`src/rtl/mult32x32_fast_driver.sv`:
```
`default_nettype none
// ============================================================================
//  Module      : mult32x32_fast_driver
//  Description : Request front-end for mult32x32_fast. Buffers operand pairs
//                in a small FIFO, sequences the multiplier start/busy
//                handshake while holding the head operands stable, and
//                returns each 64-bit product on a valid/ready port in
//                request order.
//  Options     : MULT32X32_DRV_ZERO_BYPASS_EN - when defined, a head entry
//                with a zero operand skips the multiplier and produces 0.
//  Revision    : 1.0 - initial release
// ============================================================================
module mult32x32_fast_driver #(
    parameter int DEPTH = 4
) (
    input  logic        clk,
    input  logic        reset,
    // request side
    input  logic        in_valid,
    output logic        in_ready,
    input  logic [31:0] in_a,
    input  logic [31:0] in_b,
    // multiplier side
    output logic        mul_start,
    output logic [31:0] mul_a,
    output logic [31:0] mul_b,
    input  logic        mul_busy,
    input  logic [63:0] mul_product,
    // result side
    output logic        out_valid,
    input  logic        out_ready,
    output logic [63:0] out_product
);

    // DEPTH must be a power of two (>= 2) so the pointers wrap by overflow.
    localparam int c_ptr_w = (DEPTH > 1) ? $clog2(DEPTH) : 1;
    localparam int c_cnt_w = c_ptr_w + 1;

    localparam logic [c_cnt_w-1:0] c_full     = c_cnt_w'(DEPTH);
    localparam logic [c_ptr_w-1:0] c_ptr_one  = c_ptr_w'(1);
    localparam logic [c_cnt_w-1:0] c_cnt_one  = c_cnt_w'(1);

    typedef enum logic [1:0] {
        S_IDLE  = 2'd0,
        S_START = 2'd1,
        S_WAIT  = 2'd2,
        S_DONE  = 2'd3
    } state_t;

    // ------------------------------------------------------------------
    // Storage and state
    // ------------------------------------------------------------------
    logic [31:0]        mem_a_q [DEPTH];
    logic [31:0]        mem_b_q [DEPTH];

    logic [c_ptr_w-1:0] wr_ptr_q, wr_ptr_d;
    logic [c_ptr_w-1:0] rd_ptr_q, rd_ptr_d;
    logic [c_cnt_w-1:0] count_q,  count_d;

    state_t             state_q, state_d;
    logic               mul_start_q;
    logic               out_valid_q;
    logic [63:0]        out_product_q, out_product_d;

    logic               w_empty;
    logic               w_full;
    logic               w_push;
    logic               w_pop;
    logic               w_head_zero;

    // ------------------------------------------------------------------
    // FIFO status and head presentation
    // ------------------------------------------------------------------
    assign w_empty  = (count_q == '0);
    assign w_full   = (count_q == c_full);
    assign w_push   = in_valid && !w_full;

    assign in_ready = !w_full;
    assign mul_a    = mem_a_q[rd_ptr_q];
    assign mul_b    = mem_b_q[rd_ptr_q];

`ifdef MULT32X32_DRV_ZERO_BYPASS_EN
    // A zero operand makes the product trivially zero; skip the multiplier.
    assign w_head_zero = (mul_a == 32'd0) || (mul_b == 32'd0);
`else
    assign w_head_zero = 1'b0;
`endif

    // Operand storage: written on push only, no reset needed for data.
    always_ff @(posedge clk) begin
        if (w_push) begin
            mem_a_q[wr_ptr_q] <= in_a;
            mem_b_q[wr_ptr_q] <= in_b;
        end
    end

    // Pointer and occupancy update; simultaneous push/pop leaves count alone.
    always_comb begin
        wr_ptr_d = wr_ptr_q;
        rd_ptr_d = rd_ptr_q;
        count_d  = count_q;
        if (w_push) begin
            wr_ptr_d = wr_ptr_q + c_ptr_one;
        end
        if (w_pop) begin
            rd_ptr_d = rd_ptr_q + c_ptr_one;
        end
        case ({w_push, w_pop})
            2'b10:   count_d = count_q + c_cnt_one;
            2'b01:   count_d = count_q - c_cnt_one;
            default: count_d = count_q;
        endcase
    end

    // ------------------------------------------------------------------
    // Sequencer: one multiplier operation outstanding at a time. The head
    // is popped only when its result is captured, so operands stay put
    // from start until busy falls.
    // ------------------------------------------------------------------
    // Next-state, pop and result-capture decisions.
    always_comb begin
        state_d       = state_q;
        w_pop         = 1'b0;
        out_product_d = out_product_q;
        unique case (state_q)
            S_IDLE: begin
                if (!w_empty) begin
                    if (w_head_zero) begin
                        state_d       = S_DONE;
                        w_pop         = 1'b1;
                        out_product_d = 64'd0;
                    end else begin
                        state_d = S_START;
                    end
                end
            end
            S_START: begin
                state_d = S_WAIT;
            end
            S_WAIT: begin
                if (!mul_busy) begin
                    state_d       = S_DONE;
                    w_pop         = 1'b1;
                    out_product_d = mul_product;
                end
            end
            S_DONE: begin
                // Hold the result until the consumer takes it; the pop has
                // already happened, so count_q reflects what is left.
                if (out_ready) begin
                    if (w_empty) begin
                        state_d = S_IDLE;
                    end else if (w_head_zero) begin
                        state_d       = S_DONE;
                        w_pop         = 1'b1;
                        out_product_d = 64'd0;
                    end else begin
                        state_d = S_START;
                    end
                end
            end
            default: begin
                state_d = S_IDLE;
            end
        endcase
    end

    // All control state and registered outputs, synchronous reset.
    always_ff @(posedge clk) begin
        if (reset) begin
            wr_ptr_q      <= '0;
            rd_ptr_q      <= '0;
            count_q       <= '0;
            state_q       <= S_IDLE;
            mul_start_q   <= 1'b0;
            out_valid_q   <= 1'b0;
            out_product_q <= 64'd0;
        end else begin
            wr_ptr_q      <= wr_ptr_d;
            rd_ptr_q      <= rd_ptr_d;
            count_q       <= count_d;
            state_q       <= state_d;
            mul_start_q   <= (state_d == S_START);
            out_valid_q   <= (state_d == S_DONE);
            out_product_q <= out_product_d;
        end
    end

    assign mul_start   = mul_start_q;
    assign out_valid   = out_valid_q;
    assign out_product = out_product_q;

endmodule
`default_nettype wire

```
`config.mk`:
```
export PLATFORM = sky130hd
export DESIGN_NAME = mult32x32_fast_driver
export DESIGN_NICKNAME = d
export VERILOG_FILES = /design/src/rtl/mult32x32_fast_driver.sv
export SDC_FILE = /design/constraint.sdc
export NUM_CORES = 1
export LEC_CHECK = 0
export ABC_CLOCK_PERIOD_IN_PS = 6000
export CORE_UTILIZATION = 35
export CTS_BUF_LIST = sky130_fd_sc_hd__clkbuf_2
export DETAILED_ROUTE_END_ITERATION = 8
export PLACE_DENSITY_LB_ADDON = 0.05
export SLEW_MARGIN = 10
export SYNTH_ARGS = -nofsm -noshare
export SYNTH_HDL_FRONTEND = slang
export SYNTH_SLANG_ARGS = --single-unit
export TNS_END_PERCENT = 1
```
`constraint.sdc`:
```
create_clock -name clk -period 6 [get_ports clk]
set_input_delay 1.2 -clock clk [delete_from_list [all_inputs] [get_ports clk]]
set_output_delay 1.2 -clock clk [all_outputs]
set_load 0.01 [all_outputs]
```
# == Word level (Yosys, flattened, before mapping) ==
# Memories as Yosys holds them, arrays and structs flattened. A register that Yosys moved wholly into a read port is not among the register bits.
# Index checks and enable logic that the tools add are counted.
# op_classes
addsub,4
mul,0
n_div,0
magnitude_cmp,0
eq_ne,8
shifts,0
mux,14
n_bitwise,1
reduce_logical,6
# ops
cell,n
2-bit two-way mux,7
"2-bit == test, second input constant",4
2-bit one-hot mux with 4 select lines,1
"2-bit by 1-bit == test with 1-bit output, second input constant",3
3-bit one-hot mux with 2 select lines,1
1-bit two-way mux,5
"2-bit by 1-bit adder with 2-bit output, second input constant",2
"3-bit by 1-bit adder with 3-bit output, second input constant",1
"3-bit == test, second input constant",1
3-bit zero test,1
"3-bit by 1-bit subtractor with 3-bit output, second input constant",1
2-bit zero test,1
2-bit AND reduction,1
2-bit nonzero test,1
1-bit logical AND,1
1-bit zero test,1
1-bit inverter,1
# totals
ff_bits,75
latchBits,0
ramBits,256
romBits,0
inputBits,133
word_cells,42
mem_count,2
# memory_table
memory,depth,word_bits,read_ports,rd_clocked_by_memory_dff,wr,line,source
mem_a_q,4,32,1,1,1,53,logic [31:0] mem_a_q [DEPTH];
mem_b_q,4,32,1,1,1,54,logic [31:0] mem_b_q [DEPTH];

# == Longest topological paths before layout ==
# depth
ltp_word,5
depth_mapped,9
mapped_depth_nobuf,9

# == Worst setup path before layout ==
# OpenSTA, ideal clock, no wires.
# synth_timing
kind,input port to flip-flop
from,input in_valid
to,"memory mem_a_q[0][0], enable pin"
arrival_ns,3.119
setup_slack_ns,2.452
stages,2
path_buffers,0
path_cell_list,a21boi_1 > and2_1
# synth_via
elab_chain_len,3
# synth_rtl
element,line,source
from (decl),19,"input logic in_valid,"
1-bit logical AND,76,assign w_push = in_valid && !w_full;
1-bit two-way mux,91,if (w_push) begin
1-bit two-way mux (implied by the code),92,mem_a_q[wr_ptr_q] <= in_a;
to (decl),53,
# No other way between the ends.

==> flow_summary_export.csv <==
group,metric,value,unit
detailed_routing,wl_per_cell,18.4,um
layout,syn2layout_area_growth,31.8,%
clock_tree,hold_buffers,0,
timing,setup_violations,0,
floorplanning,io_pins,264,
setup_path,crit_type,"reg -> out",
yosys,async_flop_share,0,%
clock_tree,cts_tree,"built",
yosys,seq_area_frac_synth,76.4,%
timing,fin_crit_sh,71.6,%
grt,grt_max_degree,79,
clock_tree,post_cts.repair.setup_buffers,0,
yosys,syn-num-nets,818,
yosys,synth_top_area_cell,"edfxtp_1",
floorplanning,initial_core_util,35.8,%
clock_tree,ctsLongestPathBuffers,3,
job,maxCapViolCount,0,
yosys,syn_inst,679,
clock_tree,clk-insertion-delay-late,0.85,ns
timing,drv_slew,0,
yosys,synth_mux_area_share,12.2,%
setup_path,cpMaxStageDelayCell,"mux4_2",
yosys,yosys.area.top_type_share,63.6,%
yosys,syn_avg_cell_area,17.8,sq um
grt,grt.total_usage,15.8,%
yosys,yosysUniqueCellTypes,30,
placement,portBuffers,263,
setup_path,end_kind,"primary output",
yosys,yosys.area_share.adder,0.683,%
min_path,hold_class,"reg -> reg",
grt,grt_pass1_wl,42500,um
detailed_routing,via_per_inst,4.69,
setup_path,startpoint_type,"register",
detailed_routing,first_pass_iters,4,
detailed_routing,finalWirelength,27700,um
setup_path,cp.required,4.80,ns
placement,gp_congestion,0.770,
yosys,synth_area_leaders,"edfxtp_1 64%, dfxtp_1 13%, mux4_2 12%, nand2_1 3.7%, a21oi_1 2.4%",
detailed_routing,drc_errors,0,
clock_tree,post_cts_resized,0,
pwr,vdd_drop_max,0.127,mV
layout,final_nets,1136,
timing,final-hold-violation-count,0,
timing,rsz0062_at_grt,"no",
setup_path,slowest_delay,0.61,ns
floorplanning,dieArea,35300,sq um
timing,fin_tns_setup,0,ns
detailed_routing,vias,7065,
setup_path,worst-path-max-fanout,28,
clock_tree,cts_sinks,333,
timing,layout_min_cycle_time,4.29,ns
yosys,synth_top_family_by_area,"multiplexers",
layout,stdcell_count,1505,
timing,slew-limit-headroom,30.0,%
placement,dp_hpwl,16600,um
yosys,synth_simple_gate_area_share,5.28,%
floorplanning,fp.dieH,188,um
clock_tree,cts_buffers,85,
grt,antenna_found_initial,2,
grt,gr-total-overflow,0,
setup_path,cp.arrival,3.09,ns
timing,fmax,233,MHz
floorplanning,row_count,67,
floorplanning,core,33800,sq um
placement,dp_cells,1358,
detailed_routing,drtIter0Drc,272,
detailed_routing,final_antenna_net_count,0,
clock_tree,cts_max_level,3,
clock_tree,path_clk_slew,0.08,ns
layout,drive_above_1_share,22.0,%
pwr,powerDensity,323,nW/um^2
pwr,power_leakage,5.22,nW
pwr,report.power.total,5.15,mW
yosys,synth-compound-area-share,3.36,%
yosys,syn_area,12100,sq um
clock_tree,clock-root-buffer,"clkbuf_2",
timing,finalClockSkew,0.0834,ns
yosys,synth_edf_count,256,
setup_path,crit_chain,"buf_4, mux4_2, clkdlybuf4s50_1",
grt,grt_pass1_vias,7889,
yosys,yosys_warnings,0,
timing,timing.hold.ws,0.458,ns
yosys,synth_ff_type,"edfxtp_1",
yosys,ys_ff_latch,333,
yosys,synthXorXnorAreaFrac,0.290,%
outcome,status,"complete, no violations",
timing,worstMarginPinSlew,1.05,ns
floorplanning,die_w,188,um
-- layer usage --
layer | wire length, um | vias up | global-route usage (%) | part of all wire, %
met4 | 816 | 2 | 7.63 | 2.9
met5 | 9 | - | 0 | 0.032
li1 | - | 3251 | - | -
met3 | 2630 | 77 | 6.74 | 9.5
met1 | 10600 | 3463 | 16.6 | 38
met2 | 13700 | 272 | 27.2 | 49
-- kinds of logic (layout without fill, tap and decap cells) --
family	count (synthesis)	after routing
XOR/XNOR	4	4
multiplexers	67	67
other	0	1
AO/OA/AOI/OAI	73	73
adder cells (fa/ha/maj)	6	6
AND/OR/NAND/NOR	152	152
flip-flops	333	333
buffers and inverters	44	421
-- area by class of cell --
| type | count | area [sq um] |
|---|---|---|
| Clock inverter | 21 | 169 |
| Sequential cell | 333 | 9240 |
| Multi-Input combinational cell | 302 | 2650 |
| Timing Repair Buffer | 267 | 2660 |
| Clock buffer | 125 | 626 |
| Fill cell | 2950 | 17900 |
| Inverter | 8 | 30.0 |
| Tap cell | 448 | 561 |
| Antenna cell | 1 | 2.50 |
-- worst max-delay path: cells and delay by family, from the launching register on --
kind / cells / cell delay [ns]
buffers and inverters: 2 / 1.07
DFF: 1 / 0.59
muxes: 1 / 0.61
-- per-stage QoR --
stage | worst slack [ns] | utilization [%] | cell area (sq um)
6_report | 1.71 | 47.1 | 15900
3_5_place_dp | 2.20 | 44.8 | 15100
2_1_floorplan | 2.45 | - | 12100
3_3_place_gp | 2.27 | 44.8 | 15100
5_1_grt | 1.41 | 47.1 | 15900
4_1_cts | 1.46 | 47.1 | 15900
-- layout by cell type, fill, tap and decap left out, types with 2 or more instances in the layout --
cell type        synthesis  layout
a21oi_1                 59      59
a21oi_2                 10      10
and2_4                   0       4
buf_4                    0       4
bufinv_16                0       3
clkbuf_2                 0     125
clkdlybuf4s50_1          0     262
clkinv_1                 0      13
clkinv_2                 0       2
dfxtp_1                 77      75
dfxtp_4                  0       2
edfxtp_1               256     256
ha_1                     5       5
inv_1                    7       7
inv_2                    1       2
mux2_2                   2       2
mux4_2                  64      64
nand2_1                119     119
nand2_2                 10      10
nand2b_1                 2       2
nor2_1                   9       9
nor3b_1                  2       2
o21ai_0                  3       3
or3_1                    3       3
xnor2_1                  2       2
xor2_1                   2       2
-- registers in the layout, summed over array words and instances, names as in the netlist, named ones only --
signal       cells
mul_start        1
count_q          3
state_q          2
out_valid        1
rd_ptr_q         2
mem_a_q        128
out_product     64
wr_ptr_q         2
mem_b_q        128
-- power breakdown --
| group | switching [mW] | total [mW] | internal [mW] |
|---|---|---|---|
| clock | 0.881 | 1.56 | 0.681 |
| combinational | 0.401 | 0.869 | 0.468 |
| sequential | 0.0757 | 2.72 | 2.64 |
| total | 1.36 | 5.15 | 3.79 |
-- final timing paths --
path / startpoint / to / slack, ns / cells past startpoint
min reg2reg: out_product[17] / out_product[17] / 0.46 / 2
max: register / mul_a[6] / 1.71 / 3
max reg2reg: state_q[1] / count_q[2] / 3.35 / 8
min: out_product[17] / out_product[17] / 0.46 / 2
-- cell usage after synthesis (all sizes together), types with 3 or more instances --
cell type and number:
a21oi 69, nor2 9, dfxtp 77, nand2 129, inv 8, buf 21
and2 4, or3 3, edfxtp 256, mux4 64, o21ai 3, ha 5
clkbuf 15
(Power assumes the default switching activity.)
